--- config.mk ---
export PLATFORM = sky130hd
export DESIGN_NAME = cordic_angle_sequencer
export DESIGN_NICKNAME = d
export VERILOG_FILES = /design/src/rtl/cordic_angle_sequencer.sv
export SDC_FILE = /design/constraint.sdc
export NUM_CORES = 1
export LEC_CHECK = 0
export CAP_MARGIN = 20
export CORE_ASPECT_RATIO = 1.2
export CORE_MARGIN = 2
export CORE_UTILIZATION = 56
export CTS_BUF_LIST = sky130_fd_sc_hd__clkbuf_8
export CTS_CLUSTER_SIZE = 25
export DETAILED_ROUTE_END_ITERATION = 16
export PLACE_DENSITY_LB_ADDON = 0.25
export SLEW_MARGIN = 10
export SYNTH_ARGS = -nofsm -noshare
export SYNTH_HDL_FRONTEND = slang
export SYNTH_SLANG_ARGS = --single-unit
--- constraint.sdc ---
create_clock -name master_clk -period 5.96 [get_ports master_clk]
set_input_delay 0.894 -clock master_clk [delete_from_list [all_inputs] [get_ports master_clk]]
set_output_delay 0.894 -clock master_clk [all_outputs]
set_load 0.01 [all_outputs]
--- src/rtl/cordic_angle_sequencer.sv ---
// Front end of the Cordic sin/cos pipeline: emits a burst of N equally spaced phase angles
// and a sample strobe realigned to the Cordic output so capture logic needs no latency knowledge.
module cordic_angle_sequencer #(
    parameter int              BW      = 32,
    parameter int              NW      = 16,
    parameter int              LATENCY = 32,
    parameter logic [BW-1:0]   XGAIN   = 32'h4DBA76D4
) (
    input  logic          master_clk,
    input  logic          reset,
    input  logic          start,
    input  logic [NW-1:0] num_points,
    input  logic          pause,
    output logic [31:0]   angle,
    output logic [BW-1:0] Xin,
    output logic [BW-1:0] Yin,
    output logic          angle_valid,
    output logic          sample_valid,
    output logic [NW-1:0] sample_index,
    output logic          busy,
    output logic          done,
    output logic          error
);

    // state | meaning
    // IDLE  | waiting for start
    // DIV   | restoring divide, q = floor(2^32/N), r = 2^32 mod N
    // RUN   | one angle per unpaused cycle
    // DRAIN | last sample still inside the Cordic pipeline
    typedef enum logic [1:0] {IDLE, DIV, RUN, DRAIN} state_t;

    localparam int TMAX = (LATENCY > 32) ? LATENCY : 32;
    localparam int TW   = $clog2(TMAX + 1);

    state_t        state, state_next;
    logic          accept, emit, last;
    logic [TW-1:0] tmr;
    logic [NW-1:0] n_reg, rem, err, idx, cur_idx;
    logic [31:0]   q, acc, acc_nx;
    logic [NW:0]   rem_sh, err_sum;
    logic [NW-1:0] rem_sub, err_sub;
    logic          dbit, rem_ge, err_wrap;

    logic [LATENCY-1:0] valid_dly;
    logic [NW-1:0]      idx_dly [LATENCY];

    assign Xin          = XGAIN;
    assign Yin          = '0;
    assign busy         = (state != IDLE);
    assign sample_valid = valid_dly[LATENCY-1];
    assign sample_index = idx_dly[LATENCY-1];

    // Dividend 2^32 is a single 1 followed by 32 zeros, fed MSB first while tmr counts 32..0.
    assign dbit    = (tmr == TW'(32));
    assign rem_sh  = {rem, dbit};
    assign rem_ge  = (rem_sh >= {1'b0, n_reg});
    assign rem_sub = rem_sh[NW-1:0] - n_reg;

    assign err_sum  = {1'b0, err} + {1'b0, rem};
    assign err_wrap = (err_sum >= {1'b0, n_reg});
    assign err_sub  = err_sum[NW-1:0] - n_reg;
    assign acc_nx   = acc + q + {31'b0, err_wrap};

    always_ff @(posedge master_clk) begin
        if (reset) begin
            state <= IDLE;
        end else begin
            state <= state_next;
        end
    end

    always_comb begin
        state_next = state;
        accept     = 1'b0;
        emit       = 1'b0;
        last       = (idx == (n_reg - NW'(1)));
        unique case (state)
            IDLE: begin
                if (start) begin
                    accept = 1'b1;
                    if (num_points == '0) begin
                        state_next = IDLE;
                    end else if (num_points == NW'(1)) begin
                        state_next = RUN;
                    end else begin
                        state_next = DIV;
                    end
                end
            end
            DIV: begin
                if (tmr == '0) begin
                    state_next = RUN;
                end
            end
            RUN: begin
                if (!pause) begin
                    emit = 1'b1;
                    if (last) begin
                        state_next = DRAIN;
                    end
                end
            end
            DRAIN: begin
                if (tmr == '0) begin
                    state_next = IDLE;
                end
            end
            default: state_next = IDLE;
        endcase
    end

    always_ff @(posedge master_clk) begin
        if (reset) begin
            n_reg       <= '0;
            rem         <= '0;
            err         <= '0;
            idx         <= '0;
            cur_idx     <= '0;
            q           <= '0;
            acc         <= '0;
            tmr         <= '0;
            angle       <= '0;
            angle_valid <= 1'b0;
            done        <= 1'b0;
            error       <= 1'b0;
        end else begin
            angle_valid <= 1'b0;
            done        <= 1'b0;
            if (tmr != '0) begin
                tmr <= tmr - TW'(1);
            end
            if (accept) begin
                n_reg <= num_points;
                error <= (num_points == '0);
                done  <= (num_points == '0);
                tmr   <= TW'(32);
                rem   <= '0;
                q     <= '0;
                acc   <= '0;
                err   <= '0;
                idx   <= '0;
            end
            if (state == DIV) begin
                rem <= rem_ge ? rem_sub : rem_sh[NW-1:0];
                q   <= {q[30:0], rem_ge};
            end
            if (emit) begin
                angle       <= acc;
                angle_valid <= 1'b1;
                cur_idx     <= idx;
                acc         <= acc_nx;
                err         <= err_wrap ? err_sub : err_sum[NW-1:0];
                idx         <= idx + NW'(1);
                if (last) begin
                    tmr <= TW'(LATENCY);
                end
            end
            if (state == DRAIN && tmr == '0) begin
                done <= 1'b1;
            end
        end
    end

    // Free-running match of the Cordic pipeline depth; keeps shifting through pause.
    always_ff @(posedge master_clk) begin
        if (reset) begin
            valid_dly <= '0;
            for (int k = 0; k < LATENCY; k++) begin
                idx_dly[k] <= '0;
            end
        end else begin
            valid_dly  <= {valid_dly[LATENCY-2:0], angle_valid};
            idx_dly[0] <= cur_idx;
            for (int k = 1; k < LATENCY; k++) begin
                idx_dly[k] <= idx_dly[k-1];
            end
        end
    end

endmodule

; After elaboration in Yosys (flattened, before gate mapping)
; Memories as Yosys holds them, arrays and structs flattened.
; Index checks and enable logic that the tools add are counted.
[op_classes]
muxes = 63
add_sub_neg = 8
magnitude_cmp = 2
n_eq_ne = 11
bitwise_logic = 32
n_reduce_logical = 9
[ops]
columns = operator, count
row1 = two-way mux 16 bit, 38
row2 = two-way mux 32 bit, 3
row3 = greater-or-equal comparator 17 x 16 -> 1 bit, 2
row4 = adder 32 x 1 -> 32 bit, 1
row5 = adder 32 bit, 1
row6 = OR 1 bit, 32
row7 = subtractor 16 bit, 2
row8 = two-way mux 6 bit, 4
row9 = adder 16 x 16 -> 17 bit, 1
row10 = "adder 16 x 1 -> 16 bit, second input constant", 1
row11 = "== test 16 x 1 -> 1 bit, second input constant", 1
row12 = == test 16 bit, 1
row13 = zero test 16 bit, 1
row14 = "subtractor 16 x 1 -> 16 bit, second input constant", 1
row15 = two-way mux 2 bit, 7
row16 = two-way mux 1 bit, 10
row17 = "inequality test 2 bit, second input constant", 5
row18 = one-hot mux 2 bit (4 select lines), 1
row19 = "== test 6 bit, second input constant", 1
row20 = zero test 6 bit, 1
row21 = nonzero test 2 bit, 3
row22 = nonzero test 6 bit, 1
row23 = "subtractor 6 x 1 -> 6 bit, second input constant", 1
row24 = AND reduction 5 bit, 1
row25 = other kinds (4), 5
[word_totals]
mem_count = 1
out_inout_bits = 117
word_cells = 140
mem_bits_rw = 512
regBits = 219
[mem_list]
columns = memory, depth, word_bits, rd, rd_clocked_by_memory_dff, write_ports, line_no
row1 = idx_dly, 32, 16, 32, 0, 32, 45  ; logic [NW-1:0] idx_dly [LATENCY];

; Depth between registers and ports, before layout
[depth]
word_depth = 5
depth_mapped = 31

; Worst setup path before layout
; No wires, ideal clock.
[synth_timing]
path_kind = reg-to-reg
from = register rem[8]
to = register acc[20]
required_ps = 5843
synth_period_minus_slack_ps = 6597
stages_incl_launch_ff = 32
t_arrival_ps = 6480
setup_ps = 117
n_path_buf = 2
slack_ps = -637
path_cell_list = dfxtp_1 -> ha_1 -> a21o_1 -> a21o_1 -> a21oi_1 -> o21a_1 -> a31oi_1 -> a311oi_1 -> a21oi_1 -> xnor2_1 -> inv_1 -> ha_1 -> nand4_1 -> nor3_1 -> a311o_1 -> nor3b_1 -> a21oi_1 -> a311o_1 -> buf_2 -> buf_2 -> inv_1 -> fa_1 -> fa_1 -> nand2b_1 -> a21oi_1 -> o211ai_1 -> o311ai_0 -> a21oi_1 -> o21ai_0 -> o21a_1 -> xor2_1 -> a22o_1
[synth_between]
elab_chain_len = 4
[synth_rtl]
columns = item, line_no
row1 = from (decl), 38  ; logic [NW-1:0] n_reg, rem, err, idx, cur_idx;
row2 = from (signal assigned), 144  ; rem <= rem_ge ? rem_sub : rem_sh[NW-1:0];
row3 = adder 16 x 16 -> 17 bit, 59  ; assign err_sum = {1'b0, err} + {1'b0, rem};
row4 = greater-or-equal comparator 17 x 16 -> 1 bit, 60  ; assign err_wrap = (err_sum >= {1'b0, n_reg});
row5 = adder 32 x 1 -> 32 bit, 62  ; assign acc_nx = acc + q + {31'b0, err_wrap};
row6 = two-way mux 32 bit, 147  ; if (emit) begin
row7 = to (signal assigned), 151  ; acc <= acc_nx;
row8 = to (decl), 39  ; logic [31:0] q, acc, acc_nx;
; No other way between the ends.
; A chain may end at the register's enable or synchronous reset.

; Worst setup path after layout
[layout_timing]
from = register err[1]
to = register acc[30]
[layout_between]
elab_chain_len = 4
[layout_rtl]
columns = item, line_no
row1 = from (decl), 38
row2 = from (signal assigned), 152  ; err <= err_wrap ? err_sub : err_sum[NW-1:0];
row3 = adder 16 x 16 -> 17 bit, 59
row4 = greater-or-equal comparator 17 x 16 -> 1 bit, 60
row5 = adder 32 x 1 -> 32 bit, 62
row6 = two-way mux 32 bit, 147
; No other way between the ends.

==> impl_metrics.json <==
{
  "outcome": "completed",
  "synth_fa_ha_area_share_pct": 4.527,
  "fin_setup_tns_ns": 0,
  "required_ns": 6.52,
  "worstMarginPinSlew_ns": 1.124,
  "synth-compound-area-share_pct": 8.944,
  "final_common_cell": "dfxtp_1",
  "layout_common_cells": "dfxtp_1, nor2b_1, nand2_1, nor2_1, a21oi_1",
  "post-route-cell-area_um2": 29920,
  "antenna_found_initial": 0,
  "endpoint_kind": "flip-flop",
  "drtAntennaViolNets": 0,
  "synth-edff-count": 0,
  "ys_warn_count": 0,
  "dieArea_um2": 48640,
  "p_int_mw": 9.102,
  "drt_first_iter_violations": 793,
  "whs_path_depth": 1,
  "dr.pass1.iters": 7,
  "slew_violations": 0,
  "ys_ff_latch": 731,
  "power.share.switching_pct": 32.82,
  "synth_top_family_by_area": "simple AND/OR/NAND/NOR gates",
  "cpMaxStageDelayCell": "a311o_1",
  "grt-ovfl-total": 0,
  "cts_buffer_depth": 3,
  "area_growth_pct": 13.93,
  "core_um2": 46160,
  "p_sw_mw": 4.448,
  "p_comb_share_pct": 32.1,
  "syn_inst": 2644,
  "fin_crit_sh_pct": 97.94,
  "top_register": "idx_dly",
  "slew-limit-headroom_pct": 24.64,
  "path_class": "flip-flop to flip-flop",
  "p_leak_nw": 12.21,
  "diodes": 0,
  "gp_congestion": 0.8783,
  "period_minus_slack_ns": 5.837,
  "synthArstFlopShare_pct": 0,
  "clock_latency_ns": 0.71,
  "crit_top_cell": "a21oi_2",
  "synth_ff_type": "dfxtp_1",
  "grt_pass1_wl_mm": 79.69,
  "synth_mux_area_share_pct": 1.363,
  "finalNonFillerCells": 3445,
  "path_max_fanout": 4,
  "h-tree-depth": 3,
  "hpwl_mm": 30.12,
  "netlist_area_um2": 26260,
  "largest_reg_flops": 512,
  "report.power.total_mw": 13.55,
  "core.rowCount": 86,
  "cts.clk_slew.worst_paths_ns": 0.06,
  "grt_pass1_vias": 16860,
  "synthSimpleGateAreaFrac_pct": 21.61,
  "setup_viol": 0,
  "die_x_um": 201.7,
  "ios": 137,
  "io_buffers": 72,
  "ir_drop_v": 0.0003771,
  "powerDensity_nw_per_um2": 452.9,
  "dpl_cell_area_um2": 27310,
  "finalNetCount": 2854,
  "finalHoldViolCount": 0,
  "hold_class": "flip-flop to flip-flop",
  "synth.distinct_cells": 71,
  "dp.cells": 3236,
  "cp_slowest_stage_delay_ns": 0.39,
  "grt_usage_pct": 19.60,
  "synth-xor-area-share_pct": 2.969,
  "drive_above_1_share_pct": 10.50,
  "die_h_um": 241.2,
  "root_buffer": "clkbuf_8",
  "start_kind": "flip-flop",
  "clkPwrFrac_pct": 30.0,
  "r2r_cells": 29,
  "max_clock_freq_ghz": 0.1713,
  "synth_seq_area_share_pct": 55.73,
  "seqPwrFrac_pct": 38.0,
  "postCtsHoldBufs": 0,
  "cts_buffers": 106,
  "hold_ws_ns": 0.4120,
  "vias_per_cell": 5.002,
  "start_util_pct": 56.88,
  "num_vias": 17230,
  "avgSynthCellArea_um2": 9.931,
  "drcViolationCount": 0,
  "drv_cap": 0,
  "grt_max_degree": 157,
  "rsz0062_at_grt": "yes",
  "cts_tree": "done",
  "finalClockSkew_ns": 0.04437,
  "wl_per_cell_um": 13.83,
  "cts_sinks": 731,
  "routed_wl_mm": 47.65,
  "worstPathArrival_ns": 6.39
}
## critical path: cells and delay by family (launching register included)
family                     cells  cell delay [ns]
buffers and inverters          2             0.31
AOI/OAI and AO/OA             17             3.01
xor gates and xnor gates       2             0.37
DFF                            1             0.34
and+or+nand+nor                4             0.69
adders and majority gates      4             0.99
## cell usage after synthesis, types with 26 or more instances
cell	count	area, um2
nor2b_1	557	3485
ha_1	87	1089
clkbuf_1	111	416.7
nand2_1	215	807.0
buf_4	80	600.6
mux2i_1	29	290.3
xor2_1	34	297.8
nor2_1	154	578.1
nor3_1	26	130.1
a21oi_1	155	775.7
xnor2_1	55	481.7
o21ai_0	74	370.4
dfxtp_1	731	14630
inv_1	54	202.7
## layout make-up
type,count,area (um2)
fill,3757,16250
sequential,731,14640
multi-input combinational,1719,10870
clock buffer,134,1844
timing repair buffer,130,1169
tap,616,770.7
clock inverter,61,419.2
inverter,54,202.7
## stage by stage
step                      utilization, %  setup slack, ns
after floorplan                        -          0.01852
after global placement             59.12         -0.07049
after detailed placement           59.15          -0.2411
after CTS                          64.17         0.002001
after global routing               64.81          -0.1917
final                              64.81           0.1229
## layer usage
metal | global-route usage, % | routed length (um)
met5 | 0 | 0
met1 | 24.12 | 21550
met2 | 33.87 | 22950
met3 | 4.051 | 2085
met4 | 7.620 | 1059
## logic make-up (layout without fill, tap and decap cells)
kind of cell / count (synthesis) / in the layout
buf+inv: 256 / 379
xor+xnor: 89 / 89
simple gates: 1059 / 1059
mux: 35 / 35
other cells: 2 / 64
flops: 731 / 731
fa+ha+maj: 92 / 92
compound gates: 380 / 380
## power groups by stage
stage / Sequential (mW) / Clock [mW] / Combinational, mW
2_1_floorplan: 5.21 / 0 / 3.09
3_3_place_gp: 5.23 / 0 / 3.86
3_5_place_dp: 5.24 / 0 / 4.12
4_1_cts: 5.14 / 4.19 / 4.16
5_1_grt: 5.16 / 4.40 / 4.73
6_report: 5.14 / 4.06 / 4.35
## worst paths after layout
path                                  from                        end  slack (ns)
setup reg to reg       err[1]$_SDFFE_PP0P_       acc[30]$_SDFFE_PP0P_        0.12
hold / removal    idx_dly[0][0]$_SDFF_PP0_  idx_dly[0][16]$_SDFF_PP0_        0.41
hold reg to reg   idx_dly[0][0]$_SDFF_PP0_  idx_dly[0][16]$_SDFF_PP0_        0.41
setup / recovery       err[1]$_SDFFE_PP0P_       acc[30]$_SDFFE_PP0P_        0.12
## what timing repair did
item                       4_1_cts  5_1_grt
setup endpoints to repair        7       18
pin swaps                       12       41
buffers inserted                 3       11
resized for setup                9       45
(Power assumes the default switching activity.)
